File: config.mk
export PLATFORM = sky130hd
export DESIGN_NAME = reservation_station
export DESIGN_NICKNAME = d
export VERILOG_FILES = /design/src/rtl/rs_pkg.sv /design/src/rtl/rs_oldest_ready_sel.sv /design/src/rtl/reservation_station.sv
export SDC_FILE = /design/constraint.sdc
export NUM_CORES = 2
export LEC_CHECK = 0
export CAP_MARGIN = 20
export CORE_ASPECT_RATIO = 0.6
export CORE_MARGIN = 1
export CORE_UTILIZATION = 50
export CTS_BUF_LIST = sky130_fd_sc_hd__clkbuf_4 sky130_fd_sc_hd__clkbuf_8 sky130_fd_sc_hd__clkbuf_16
export DETAILED_ROUTE_END_ITERATION = 10
export PLACE_DENSITY = 0.71
export SLEW_MARGIN = 20
export SYNTH_ARGS = -nofsm -noshare
export SYNTH_HDL_FRONTEND = slang
export SYNTH_SLANG_ARGS = --single-unit
File: constraint.sdc
create_clock -name clk -period 44.1 [get_ports clk]
set_input_delay 11.025 -clock clk [delete_from_list [all_inputs] [get_ports clk]]
set_output_delay 11.025 -clock clk [all_outputs]
set_load 0.005 [all_outputs]
File: src/rtl/rs_pkg.sv
// Shared reservation-station types: the per-entry record and the default widths
// that dispatch, the CDB arbiter and the reservation station agree on.
package rs_pkg;

  localparam int RS_DATA_W  = 32;
  localparam int RS_TAG_W   = 3;
  localparam int RS_OP_W    = 5;
  localparam int RS_NUM_OPS = 3;

  typedef struct packed {
    logic                                 valid;
    logic [RS_OP_W-1:0]                   op;
    logic [RS_TAG_W-1:0]                  dst_tag;
    logic [RS_NUM_OPS-1:0][RS_DATA_W-1:0] op_val;
    logic [RS_NUM_OPS-1:0][RS_TAG_W-1:0]  op_tag;
    logic [RS_NUM_OPS-1:0]                op_rdy;
  } rs_entry_t;

endpackage

File: src/rtl/rs_oldest_ready_sel.sv
// Priority encoder: reports whether any entry is ready and the lowest (oldest)
// ready index.
module rs_oldest_ready_sel #(
  parameter int DEPTH = 4,
  parameter int IDX_W = $clog2(DEPTH)
) (
  input  logic [DEPTH-1:0] ready_vec,
  output logic             found,
  output logic [IDX_W-1:0] idx
);

  // Scan from the youngest slot down so the oldest ready slot is written last
  always_comb begin
    found = 1'b0;
    idx   = '0;
    for (int i = DEPTH - 1; i >= 0; i--) begin
      idx   = ready_vec[i] ? IDX_W'(i) : idx;
      found = found | ready_vec[i];
    end
  end

endmodule

File: src/rtl/reservation_station.sv
// Age-ordered reservation station with CDB wakeup and oldest-ready issue.
// Entry widths follow rs_pkg. RS_OCCUPANCY_EN adds rs_count and rs_full_cycles.
module reservation_station
  import rs_pkg::*;
#(
  parameter int DEPTH  = 4,
  parameter int DATA_W = RS_DATA_W,
  parameter int TAG_W  = RS_TAG_W,
  parameter int OP_W   = RS_OP_W
) (
  input  logic                       clk,
  input  logic                       rst,
  input  logic                       flush,
  input  logic                       disp_valid,
  output logic                       disp_ready,
  input  logic [OP_W-1:0]            disp_op,
  input  logic [TAG_W-1:0]           disp_dst_tag,
  input  logic [DATA_W-1:0]          disp_op1_val,
  input  logic [DATA_W-1:0]          disp_op2_val,
  input  logic [DATA_W-1:0]          disp_op3_val,
  input  logic [TAG_W-1:0]           disp_op1_tag,
  input  logic [TAG_W-1:0]           disp_op2_tag,
  input  logic [TAG_W-1:0]           disp_op3_tag,
  input  logic                       disp_op1_ready,
  input  logic                       disp_op2_ready,
  input  logic                       disp_op3_ready,
  input  logic                       cdb_valid,
  input  logic [TAG_W-1:0]           cdb_tag,
  input  logic [DATA_W-1:0]          cdb_value,
`ifdef RS_OCCUPANCY_EN
  output logic [$clog2(DEPTH+1)-1:0] rs_count,
  output logic [15:0]                rs_full_cycles,
`endif
  output logic                       issue_valid,
  input  logic                       issue_ready,
  output logic [OP_W-1:0]            issue_op,
  output logic [TAG_W-1:0]           issue_dst_tag,
  output logic [DATA_W-1:0]          issue_op1,
  output logic [DATA_W-1:0]          issue_op2,
  output logic [DATA_W-1:0]          issue_op3
);

  localparam int CNT_W = $clog2(DEPTH + 1);
  localparam int IDX_W = $clog2(DEPTH);

  rs_entry_t        ent_r  [DEPTH];
  rs_entry_t        wake_s [DEPTH+1];
  rs_entry_t        next_s [DEPTH];
  rs_entry_t        new_s;
  rs_entry_t        sel_ent_s;
  logic [CNT_W-1:0] count_r;
  logic [CNT_W-1:0] count_next_s;
  logic [CNT_W-1:0] wr_idx_s;
  logic [DEPTH-1:0] rdy_vec_s;
  logic             found_s;
  logic [IDX_W-1:0] sel_idx_s;
  logic             issue_fire_s;
  logic             disp_fire_s;

  assign disp_ready   = (count_r < CNT_W'(DEPTH));
  assign disp_fire_s  = disp_valid & disp_ready;
  assign issue_fire_s = found_s & issue_ready;
  assign count_next_s = count_r + CNT_W'(disp_fire_s) - CNT_W'(issue_fire_s);
  // An issue in the same cycle frees the tail slot the new entry lands in
  assign wr_idx_s     = count_r - CNT_W'(issue_fire_s);

  // Per-entry "fully ready" vector feeding the oldest-ready selector
  always_comb begin
    rdy_vec_s = '0;
    for (int i = 0; i < DEPTH; i++) begin
      rdy_vec_s[i] = ent_r[i].valid & (&ent_r[i].op_rdy);
    end
  end

  rs_oldest_ready_sel #(
    .DEPTH (DEPTH),
    .IDX_W (IDX_W)
  ) u_sel (
    .ready_vec (rdy_vec_s),
    .found     (found_s),
    .idx       (sel_idx_s)
  );

  // CDB capture on stored entries; only waiting operands may take the value
  always_comb begin
    for (int i = 0; i <= DEPTH; i++) begin
      wake_s[i] = '0;
    end
    for (int i = 0; i < DEPTH; i++) begin
      wake_s[i] = ent_r[i];
      for (int k = 0; k < RS_NUM_OPS; k++) begin
        if (cdb_valid && ent_r[i].valid && !ent_r[i].op_rdy[k] &&
            (ent_r[i].op_tag[k] == cdb_tag)) begin
          wake_s[i].op_val[k] = cdb_value;
          wake_s[i].op_rdy[k] = 1'b1;
        end else begin
          wake_s[i].op_rdy[k] = ent_r[i].op_rdy[k];
        end
      end
    end
  end

  // Incoming entry with same-cycle CDB bypass so no wakeup is lost
  always_comb begin
    new_s         = '0;
    new_s.valid   = 1'b1;
    new_s.op      = disp_op;
    new_s.dst_tag = disp_dst_tag;
    new_s.op_val  = {disp_op3_val, disp_op2_val, disp_op1_val};
    new_s.op_tag  = {disp_op3_tag, disp_op2_tag, disp_op1_tag};
    new_s.op_rdy  = {disp_op3_ready, disp_op2_ready, disp_op1_ready};
    for (int k = 0; k < RS_NUM_OPS; k++) begin
      if (cdb_valid && !new_s.op_rdy[k] && (new_s.op_tag[k] == cdb_tag)) begin
        new_s.op_val[k] = cdb_value;
        new_s.op_rdy[k] = 1'b1;
      end else begin
        new_s.op_rdy[k] = new_s.op_rdy[k];
      end
    end
  end

  // Compaction over the issued slot, then dispatch into the tail
  always_comb begin
    for (int i = 0; i < DEPTH; i++) begin
      if (disp_fire_s && (i == int'(wr_idx_s))) begin
        next_s[i] = new_s;
      end else if (issue_fire_s && (i >= int'(sel_idx_s))) begin
        next_s[i] = wake_s[i+1];
      end else begin
        next_s[i] = wake_s[i];
      end
    end
  end

  // Issue mux: zero when nothing is ready
  always_comb begin
    sel_ent_s = '0;
    for (int i = 0; i < DEPTH; i++) begin
      sel_ent_s = (found_s && (i == int'(sel_idx_s))) ? ent_r[i] : sel_ent_s;
    end
  end

  assign issue_valid   = found_s;
  assign issue_op      = sel_ent_s.op;
  assign issue_dst_tag = sel_ent_s.dst_tag;
  assign issue_op1     = sel_ent_s.op_val[0];
  assign issue_op2     = sel_ent_s.op_val[1];
  assign issue_op3     = sel_ent_s.op_val[2];

  // Entry storage and occupancy; flush outranks dispatch and issue
  always_ff @(posedge clk or posedge rst) begin
    if (rst) begin
      count_r <= '0;
      for (int i = 0; i < DEPTH; i++) begin
        ent_r[i] <= '0;
      end
    end else if (flush) begin
      count_r <= '0;
      for (int i = 0; i < DEPTH; i++) begin
        ent_r[i] <= '0;
      end
    end else begin
      count_r <= count_next_s;
      for (int i = 0; i < DEPTH; i++) begin
        ent_r[i] <= next_s[i];
      end
    end
  end

`ifdef RS_OCCUPANCY_EN
  logic [15:0] full_cycles_r;

  // Saturating count of full cycles; deliberately survives flush
  always_ff @(posedge clk or posedge rst) begin
    if (rst) begin
      full_cycles_r <= 16'd0;
    end else if ((count_r == CNT_W'(DEPTH)) && (full_cycles_r != 16'hFFFF)) begin
      full_cycles_r <= full_cycles_r + 16'd1;
    end else begin
      full_cycles_r <= full_cycles_r;
    end
  end

  assign rs_count       = count_r;
  assign rs_full_cycles = full_cycles_r;
`endif

endmodule

==> impl_metrics.yaml <==
outcome:
  status: "completed"
global_routing:
  grt_max_degree: 189
  grt_pass1_wl_um: 195000
  grt_pass1_vias: 31728
  gr-total-overflow: 0
  antenna_found_initial: 0
  grt.total_usage: 0.410
power_and_ir_drop:
  clock_power_share: 0.337
  internal_power_mw: 0.890
  net-switching-power_mw: 0.484
  pwr-share-seq: 0.397
  p_leak_nw: 14.2
  switching_share: 0.352
  ir_worst_vdd_v: 0.0000348
  power_mw: 1.37
  p_per_area_mw_per_mm2: 40.1
  p_comb_frac: 0.266
floorplanning:
  pin_count: 263
  initial_utilization: 0.506
  num_rows: 69
  die_x_um: 318
  die_height_um: 192
  die_area_mm2: 0.0610
  design.core.area_mm2: 0.0592
placed_design:
  placed_area_mm2: 0.0326
  routabilityCongestion: 0.914
  post-place-cells: 4081
  port_buffers: 262
  hpwl_um: 69400
  dp_slack_ns: 27.43
clock_tree:
  numClockSinks: 471
  clkTransAtPathRegs_ns: 0.06
  cts_tree: "done"
  cts_setup_buffers: 0
  clock_latency_ns: 0.60
  clk_path_buf_depth: 3
  cts-root-buf: "clkbuf_16"
  cts_buffers: 49
  htree_levels: 2
  post_cts_resize_count: 0
  cts_hold_buf: 0
sta:
  slew_viol_final: 0
  finalClockSkew_ns: 0.0272
  fmax_mhz: 61.4
  whs_ns: 0.528
  tightestPinTransition_ns: 1.19
  tns_ns: 0
  fin_crit_sh: 0.369
  hold_viol: 0
  slew_headroom: 0.205
  setup_viol: 0
  min_period_ns: 16.27
  rsz0062_at_grt: "no"
  layout_setup_ws_ns: 27.83
final_layout:
  regArea_mm2: 0.0118
  layout.nets: 3511
  area_growth_pct: 14.4
  layout.cells.non_filler: 4172
  design_area_mm2: 0.0343
  drive_gt1_frac: 0.0885
  layout_common_cells: "nand2_1 (476), dfrtp_1 (471), clkdlybuf4s50_1 (260), and3_1 (222), nor2_1 (204)"
  post-route-util: 0.579
  multi_input_area_mm2: 0.0165
  antenna_cells: 0
  final_common_cell: "nand2_1"
  n_fill_cell: 5090
worst_setup_path:
  crit_chain: "and4_4 > nor4_4 > buf_4 > buf_4 > nand2_1 > o21ai_0 > clkdlybuf4s50_1"
  critPathKind: "flip-flop to output pin"
  path_delay_family: "buffers and inverters"
  crit_slowest_cell: "buf_4"
  endpoint_kind: "output pin"
  timing.critical_path.buf_inv: 3
  rr_startpoint: "ent_r[353]"
  cp-start-kind: "flip-flop"
  worst_ep_arrival_time_ns: 5.25
  worstPathRequired_ns: 33.07
  startpoint: "ent_r[353]"
  crit_fanout: 63
  cpMostUsedCell: "buf_4"
  critPathMaxStageDelay_ns: 0.95
logic_synthesis:
  yosysSeqAreaShare: 0.393
  ys_warn_count: 0
  synth_compound_area_frac: 0.323
  async_flop_share: 1.00
  synth_top_family_by_area: "compound AO/OA/AOI/OAI gates"
  synth.area.mux_share: 0.0343
  synth_area_mm2: 0.0300
  synthAdderAreaFrac: 0.00150
  synthXorXnorAreaFrac: 0.0162
  syn_avg_cell_area_um2: 8.80
  synth_top_area_frac: 0.393
  synth_area_leaders: "dfrtp_1 (39%), nand2_1 (6.0%), a221oi_1 (5.8%), and3_1 (4.6%), clkbuf_1 (4.0%)"
  synth_cells: 3408
  synth-edff-count: 0
  synth_cell_types: 62
  synthSimpleGateAreaFrac: 0.168
  yosys.area.top_type: "dfrtp_1"
  ys_ff_latch: 471
  ys.flop_type: "dfrtp_1"
  syn-num-nets: 3568
detailed_routing:
  finalWirelength_um: 130000
  avgViaCountPerCell: 7.78
  drt_iter0_drc: 4986
  drtAntennaViolNets: 0
  drc: 0
  detail_route.wl_per_cell_um: 31.1
  first_pass_iters: 10
  vias: 32458
flow_run:
  drv_cap: 0
min_path:
  hp-class: "flip-flop to flip-flop"
  min_from: "ent_r[111]"
==> Yosys cell counts, types with 19 or more instances <==
cell / n
o32ai_1: 94
mux2i_1: 97
o41ai_1: 19
xnor2_1: 39
clkbuf_1: 320
o211ai_1: 96
a22oi_1: 64
a211oi_1: 33
o31ai_1: 65
a21oi_1: 110
nor2_1: 207
a2bb2oi_1: 95
nand3b_1: 39
dfrtp_1: 471
a31o_2: 66
nand2_1: 482
nor3_1: 57
and3_1: 222
buf_2: 101
o22ai_1: 94
o221ai_1: 43
a311oi_1: 108
o21ai_0: 105
a221oi_1: 200
==> final cells by class <==
class | count | share of cell area
Clock buffer | 75 | 0.0448
Clock inverter | 16 | 0.00616
Inverter | 9 | 0.00120
Multi-Input combinational cell | 2481 | 0.481
Sequential cell | 471 | 0.344
Tap cell | 781 | 0.0285
Timing Repair Buffer | 339 | 0.0951
==> power by group through the flow <==
stage / sequential [mW] / clock (mW) / combinational, mW
final: 0.546 / 0.463 / 0.366
after global routing: 0.553 / 0.477 / 0.383
after CTS: 0.543 / 0.462 / 0.351
after detailed placement: 0.550 / 0 / 0.351
after global placement: 0.547 / 0 / 0.339
after floorplan: 0.537 / 0 / 0.249
==> cell families after synthesis <==
kind of cell,Yosys count
AO/OA/AOI/OAI,1245
adder cells (fa/ha/maj),3
AND/OR/NAND/NOR,1080
multiplexers,102
flip-flops,471
XOR/XNOR,51
buffers and inverters,456
==> metal layers <==
metal | part of all wire | wire length, um | vias up | track usage
met4 | 0.052 | 6680 | 0 | 0.218
li1 | - | - | 13056 | -
met5 | 0 | 0 | - | 0
met3 | 0.16 | 20300 | 620 | 0.129
met2 | 0.42 | 54700 | 3157 | 0.598
met1 | 0.37 | 48000 | 15625 | 0.544
==> flip-flops by register name, summed over array words and instances (netlist names) <==
name / flops
count_r: 3
ent_r: 468
==> final timing paths <==
check / endpoint / cells past startpoint / slack (ns)
setup / recovery: issue_op2[21] / 7 / 27.83
hold reg to reg: ent_r[111] / 1 / 0.53
setup reg to reg: ent_r[348] / 11 / 36.76
min in group asynchronous: ent_r[231] / 2 / 11.02
hold / removal: ent_r[111] / 1 / 0.53
max in group asynchronous: ent_r[376] / 4 / 30.70
No activity file was read; power rests on OpenSTA's default activity.
